**config.mk**
```make
export PLATFORM = sky130hd
export DESIGN_NAME = keypad_entry_ctrl
export DESIGN_NICKNAME = d
export VERILOG_FILES = /design/src/rtl/keypad_pkg.sv /design/src/rtl/keypad_timer.sv /design/src/rtl/keypad_entry_ctrl.sv
export SDC_FILE = /design/constraint.sdc
export NUM_CORES = 1
export LEC_CHECK = 0
export CORE_ASPECT_RATIO = 0.7
export CORE_MARGIN = 1.5
export CORE_UTILIZATION = 40
export CTS_CLUSTER_DIAMETER = 200
export DETAILED_ROUTE_END_ITERATION = 10
export SLEW_MARGIN = 10
export SYNTH_ARGS = -nofsm -noshare
export SYNTH_HDL_FRONTEND = slang
export SYNTH_SLANG_ARGS = --single-unit
```
**constraint.sdc**
```tcl
create_clock -name clk -period 5.92 [get_ports clk]
set_input_delay 1.184 -clock clk [delete_from_list [all_inputs] [get_ports clk]]
set_output_delay 1.184 -clock clk [all_outputs]
set_load 0.02 [all_outputs]
```
**src/rtl/keypad_pkg.sv**
```systemverilog
// rtl/keypad_pkg.sv - key codes, FSM state encoding and sizing shared by the keypad entry controller
package keypad_pkg;

    localparam logic [3:0] KEY_A = 4'hA;
    localparam logic [3:0] KEY_B = 4'hB;
    localparam logic [3:0] KEY_C = 4'hC;
    localparam logic [3:0] KEY_D = 4'hD;
    localparam logic [3:0] KEY_E = 4'hE;
    localparam logic [3:0] KEY_F = 4'hF;

    localparam int PW_DIGITS    = 4;
    localparam int NUM_PROFILES = 4;
    localparam int DIGIT_CNT_W  = $clog2(PW_DIGITS + 1);

    typedef enum logic [2:0] {
        IDLE,
        PROF,
        DIGITS,
        VERIFY,
        OPEN,
        LOCKED
    } state_t;

    function automatic logic is_digit(input logic [3:0] code);
        return code <= 4'd9;
    endfunction

endpackage

```
**src/rtl/keypad_timer.sv**
```systemverilog
// rtl/keypad_timer.sv - loadable down-counter that holds at zero
module keypad_timer #(
    parameter int W = 10
) (
    input  logic         clk,
    input  logic         rst,
    input  logic         load,
    input  logic [W-1:0] value,
    output logic         done
);

    logic [W-1:0] count;

    always_ff @(posedge clk or negedge rst) begin
        if (!rst) begin
            count <= '0;
        end else if (load) begin
            count <= value;
        end else if (count != '0) begin
            count <= count - 1'b1;
        end
    end

    assign done = (count == '0);

endmodule

```
**src/rtl/keypad_entry_ctrl.sv**
```systemverilog
// rtl/keypad_entry_ctrl.sv - keypad password entry, verify/open/program sequencing and lockout
module keypad_entry_ctrl
    import keypad_pkg::*;
#(
    parameter int MAX_FAIL    = 3,
    parameter int LOCK_CYCLES = 1000,
    parameter int OPEN_CYCLES = 500,
    parameter int RESULT_LAT  = 2
) (
    input  logic        clk,
    input  logic        rst,
    input  logic        key_valid,
    input  logic [3:0]  key_code,
    input  logic        valid,
    output logic [15:0] password,
    output logic [3:0]  selected_profile,
    output logic        write,
    output logic        unlock,
    output logic        lockout,
    output logic [1:0]  fail_cnt
);

    localparam int TMAX = (LOCK_CYCLES > OPEN_CYCLES) ? LOCK_CYCLES : OPEN_CYCLES;
    localparam int TW   = $clog2(TMAX + 1);

    // A state that must last N cycles loads N-1; it leaves on the cycle the timer reads zero.
    localparam logic [TW-1:0] VERIFY_LOAD = TW'(RESULT_LAT - 1);
    localparam logic [TW-1:0] OPEN_LOAD   = TW'(OPEN_CYCLES - 1);
    localparam logic [TW-1:0] LOCK_LOAD   = TW'(LOCK_CYCLES - 1);

    state_t                 state_q, state_d;
    logic [DIGIT_CNT_W-1:0] cnt_q, cnt_d;
    logic                   prog_q, prog_d;
    logic [15:0]            pw_d;
    logic [3:0]             prof_d;
    logic [1:0]             fail_d;
    logic                   write_d;
    logic                   tmr_load;
    logic [TW-1:0]          tmr_val;
    logic                   tmr_done;
    logic                   key_ok;

    keypad_timer #(.W(TW)) u_timer (
        .clk   (clk),
        .rst   (rst),
        .load  (tmr_load),
        .value (tmr_val),
        .done  (tmr_done)
    );

    // Keys arriving during the write strobe are dropped so the store sees a stable password.
    assign key_ok  = key_valid && !write;
    assign unlock  = (state_q == OPEN);
    assign lockout = (state_q == LOCKED);

    always_comb begin
        state_d  = state_q;
        cnt_d    = cnt_q;
        prog_d   = prog_q;
        pw_d     = password;
        prof_d   = selected_profile;
        fail_d   = fail_cnt;
        write_d  = 1'b0;
        tmr_load = 1'b0;
        tmr_val  = '0;

        if (write) begin
            pw_d  = '0;
            cnt_d = '0;
        end

        case (state_q)
            IDLE, DIGITS: begin
                if (key_ok) begin
                    if (is_digit(key_code)) begin
                        state_d = DIGITS;
                        if (cnt_q < DIGIT_CNT_W'(PW_DIGITS)) begin
                            pw_d  = {password[11:0], key_code};
                            cnt_d = cnt_q + 1'b1;
                        end
                    end else if (key_code == KEY_A) begin
                        state_d = PROF;
                    end else if (key_code == KEY_B) begin
                        pw_d    = '0;
                        cnt_d   = '0;
                        prog_d  = 1'b0;
                        state_d = IDLE;
                    end else if (key_code == KEY_C && state_q == DIGITS &&
                                 cnt_q == DIGIT_CNT_W'(PW_DIGITS)) begin
                        if (prog_q) begin
                            write_d = 1'b1;
                            prog_d  = 1'b0;
                            state_d = IDLE;
                        end else begin
                            state_d  = VERIFY;
                            tmr_load = 1'b1;
                            tmr_val  = VERIFY_LOAD;
                        end
                    end
                end
            end

            PROF: begin
                if (key_ok) begin
                    state_d = IDLE;
                    if (key_code < 4'(NUM_PROFILES)) begin
                        prof_d = key_code;
                        pw_d   = '0;
                        cnt_d  = '0;
                    end else if (key_code == KEY_B) begin
                        pw_d   = '0;
                        cnt_d  = '0;
                        prog_d = 1'b0;
                    end
                end
            end

            VERIFY: begin
                if (tmr_done) begin
                    pw_d  = '0;
                    cnt_d = '0;
                    if (valid) begin
                        fail_d   = '0;
                        state_d  = OPEN;
                        tmr_load = 1'b1;
                        tmr_val  = OPEN_LOAD;
                    end else if (fail_cnt == 2'(MAX_FAIL - 1)) begin
                        fail_d   = fail_cnt + 2'd1;
                        state_d  = LOCKED;
                        tmr_load = 1'b1;
                        tmr_val  = LOCK_LOAD;
                    end else begin
                        fail_d  = fail_cnt + 2'd1;
                        state_d = IDLE;
                    end
                end
            end

            OPEN: begin
                // Expiry takes priority over a key arriving on the same cycle.
                if (tmr_done) begin
                    state_d = IDLE;
                end else if (key_ok && key_code == KEY_D) begin
                    prog_d  = 1'b1;
                    state_d = IDLE;
                end else if (key_ok && key_code == KEY_B) begin
                    pw_d    = '0;
                    cnt_d   = '0;
                    prog_d  = 1'b0;
                    state_d = IDLE;
                end
            end

            LOCKED: begin
                if (tmr_done) begin
                    fail_d  = '0;
                    state_d = IDLE;
                end
            end

            default: state_d = IDLE;
        endcase
    end

    always_ff @(posedge clk or negedge rst) begin
        if (!rst) begin
            state_q          <= IDLE;
            cnt_q            <= '0;
            prog_q           <= 1'b0;
            password         <= '0;
            selected_profile <= '0;
            fail_cnt         <= '0;
            write            <= 1'b0;
        end else begin
            state_q          <= state_d;
            cnt_q            <= cnt_d;
            prog_q           <= prog_d;
            password         <= pw_d;
            selected_profile <= prof_d;
            fail_cnt         <= fail_d;
            write            <= write_d;
        end
    end

endmodule

```
==> results.yml <==
sta:
  finalClockSkew_ns: 0.00508
  relSlewSlack_pct: 39.5
  fin_crit_sh_pct: 54.6
  rsz0062_at_grt: "false"
  fmax_ghz: 0.309
  final_hold_viol_count: 0
  slew_violations: 0
  setup_viol: 0
  tightest_slew_ns: 0.904
  min_period_ns: 3.23
  finalSetupTns_ns: 0
die:
  pin_count: 33
  die_h_um: 63.9
  die_x_um: 90.0
  die_area_um2: 5740
  initial_core_util_pct: 42.9
  fp-row-count: 21
  core_um2: 4940
synth:
  netlist_area_um2: 2120
  syn_inst: 215
  synth_area_per_cell_um2: 9.85
  seq_area_frac_synth_pct: 47.3
  yosysTopAreaCell: "dfrtp_1"
  postSynth.asyncResetShare_pct: 100
  synth-seq-cells: 40
  ys_types: 49
  ys_warn_count: 0
  syn_nets: 227
  yosysTopAreaCellShare_pct: 47.3
  synth.area.top_cells: "dfrtp_1 (47%), o21ai_0 (5.2%), a22o_1 (5.0%), xnor2_1 (2.9%), mux2_2 (2.7%)"
  synth_edf_count: 0
  dominantRegCellSynth: "dfrtp_1"
routing:
  vias_per_cell: 5.49
  wl_met2_um: 1750
  dr_wl_met3_um: 309
  routedWlPerCell_um: 15.1
  finalWirelength_um: 4720
  vias: 1717
  wl_met1_um: 2600
  drt_iter0_drc: 100
  drt-pass1-iter-count: 4
  drc: 0
  antenna_left: 0
  routed.top_layer: "met4"
global_route:
  grt_max_degree: 41
  grt_pass1_vias: 1627
  antenna_found_initial: 0
  grt_usage_pct: 18.4
  grt_overflow_total: 0
  grt_pass1_wl_um: 8290
pwr:
  p_leak_uw: 0.00109
  p_seq_share_pct: 40.3
  power-per-cell-area_nw_per_um2: 466
  comb_power_share_pct: 41.3
  clkPwrFrac_pct: 18.4
  switching_share_pct: 37.5
  p_int_uw: 749
  peakVddDrop_v: 0.000184
  p_switching_uw: 450
cells_and_area:
  n_fill_cell: 470
  fin_util_pct: 52.1
  insertedDiodeCount: 0
  design_area_um2: 2570
  layout-drive-gt1-share_pct: 8.20
  syn2layout_area_growth_pct: 21.6
  fin_cells: 313
  final_nets: 255
clock_network:
  clk_pin_slew_ns: 0.08
  htreeDepth: 2
  cts_setup_buffers: 0
  clock_path_buffers: 2
  cts_buffers: 5
  clock_latency_ns: 0.29
  cts_tree: "built"
  cts_resized: 0
  clock-sinks: 40
  cts_root_buf: "clkbuf_8"
  hold_buffers: 0
flow_run:
  max_cap_violations: 0
place:
  io_buffers: 32
  hpwlAfterDp_um: 3440
  place_congestion: 0.784
  placed_area_um2: 2470
  dpl.cell_count: 305
hold_path:
  min_path_type: "flop to flop"
setup_path:
  max_stage_delay_ns: 0.76
  critical_path_required_ns: 6.15
  cp.arrival_ns: 3.46
  path_max_fanout: 14
  cp_cell_sequence: "clkdlybuf4s50_1 -> o21ai_0 -> nand2_1 -> nor2_1 -> mux2_2"
  endpoint_kind: "flop"
  worst_path_max_delay_cell: "nor2_1"
  path_class: "input port to flop"
  cp-start-kind: "input port"
status:
  outcome: "complete, no violations"
-- through the flow --
stage          setup WS (ns)  hold slack [ns]  total power (uW)
4_1_cts                 2.72            0.494              1210
3_5_place_dp            2.41            0.471               984
6_report                2.69            0.485              1200
2_1_floorplan           3.24            0.484               806
3_3_place_gp            2.40            0.471               984
5_1_grt                 2.42            0.512              1290
-- path summary, 6_finish.rpt --
check                                     from             endpoint  slack [ns]  depth (start not counted)
min in group asynchronous                  rst     u_timer.count[5]        1.01                          1
min reg2reg                selected_profile[2]  selected_profile[2]        0.49                          1
max in group asynchronous                  rst             cnt_q[2]        4.35                          1
min                        selected_profile[2]  selected_profile[2]        0.49                          1
max                                key_code[1]             cnt_q[0]        2.69                          5
max reg2reg                   u_timer.count[0]             cnt_q[0]        3.17                          7
-- final cells by class --
type                       count  area [um^2]  area share (%)
clock inverter                 2         35.0            1.36
tap                           69         86.3            3.35
inverter                       8         30.0            1.17
sequential                    40         1000            38.9
multi-input combinational    156         1030            40.2
timing repair buffer          32          315            12.2
clock buffer                   6         72.6            2.82
-- power groups by stage --
| stage | registers [uW] | clock network, uW | logic, uW |
|---|---|---|---|
| after CTS | 483 | 226 | 498 |
| after global routing | 501 | 242 | 551 |
| after detailed placement | 488 | 0 | 497 |
| final | 483 | 221 | 495 |
| after floorplan | 521 | 0 | 284 |
| after global placement | 490 | 0 | 494 |
-- logic make-up (layout without fill, tap and decap cells) --
kind of cell	after synthesis	in the layout	synth area share [%]
XOR/XNOR	9	9	3.72
AND/OR/NAND/NOR	75	75	19.2
AO/OA/AOI/OAI	61	61	20.0
adder cells (fa/ha/maj)	4	4	2.36
flip-flops	40	40	47.3
buffers and inverters	19	48	3.84
multiplexers	7	7	3.61
-- state kept, by name (all words and copies together), names as in the netlist --
signal / count
cnt_q: 3
fail_cnt: 2
password: 16
prog_q: 1
selected_profile: 4
state_q: 3
u_timer.count: 10
write: 1
-- critical path: cells and delay by family --
kind / cells / cell delay [ns]
AOI/OAI and AO/OA: 1 / 0.39
buffers and inverters: 1 / 0.62
muxes: 1 / 0.29
and+or+nand+nor: 2 / 0.98
-- Yosys cell counts, drive strengths merged, types with 3 or more instances --
cell type   n
ha          4
nand2      14
nor4        5
a21oi       8
a22o       12
nor2       15
o21ai      22
nor3        7
inv         8
nand2b      9
mux2        5
xnor2       7
buf         3
and3        3
clkbuf      8
nand3       4
dfrtp      40
-- cell usage in the layout (no fill, tap or decap), types with 2 or more instances in the layout --
cell	instances
dfrtp_1	40
clkdlybuf4s50_1	31
o21ai_0	22
nor2_1	15
nand2_1	14
a22o_1	12
nand2b_1	9
inv_1	8
a21oi_1	8
xnor2_1	7
nor3_1	6
nor4_1	5
mux2_2	5
clkbuf_8	5
nand3_1	4
ha_1	4
and3_1	3
or2_2	2
nand4b_1	2
o21ba_2	2
nor4b_1	2
or4_1	2
o221ai_1	2
nor2b_1	2
xor2_1	2
nand4_1	2
mux2i_1	2
and2_1	2
-- metal layers --
layer / GRT usage [%] / vias to the layer above
met5: 0 / -
met1: 28.5 / 802
met3: 4.29 / 6
met4: 6.55 / 0
li1: - / 846
met2: 24.4 / 63
Note: power is estimated with default switching activity, not from simulation.
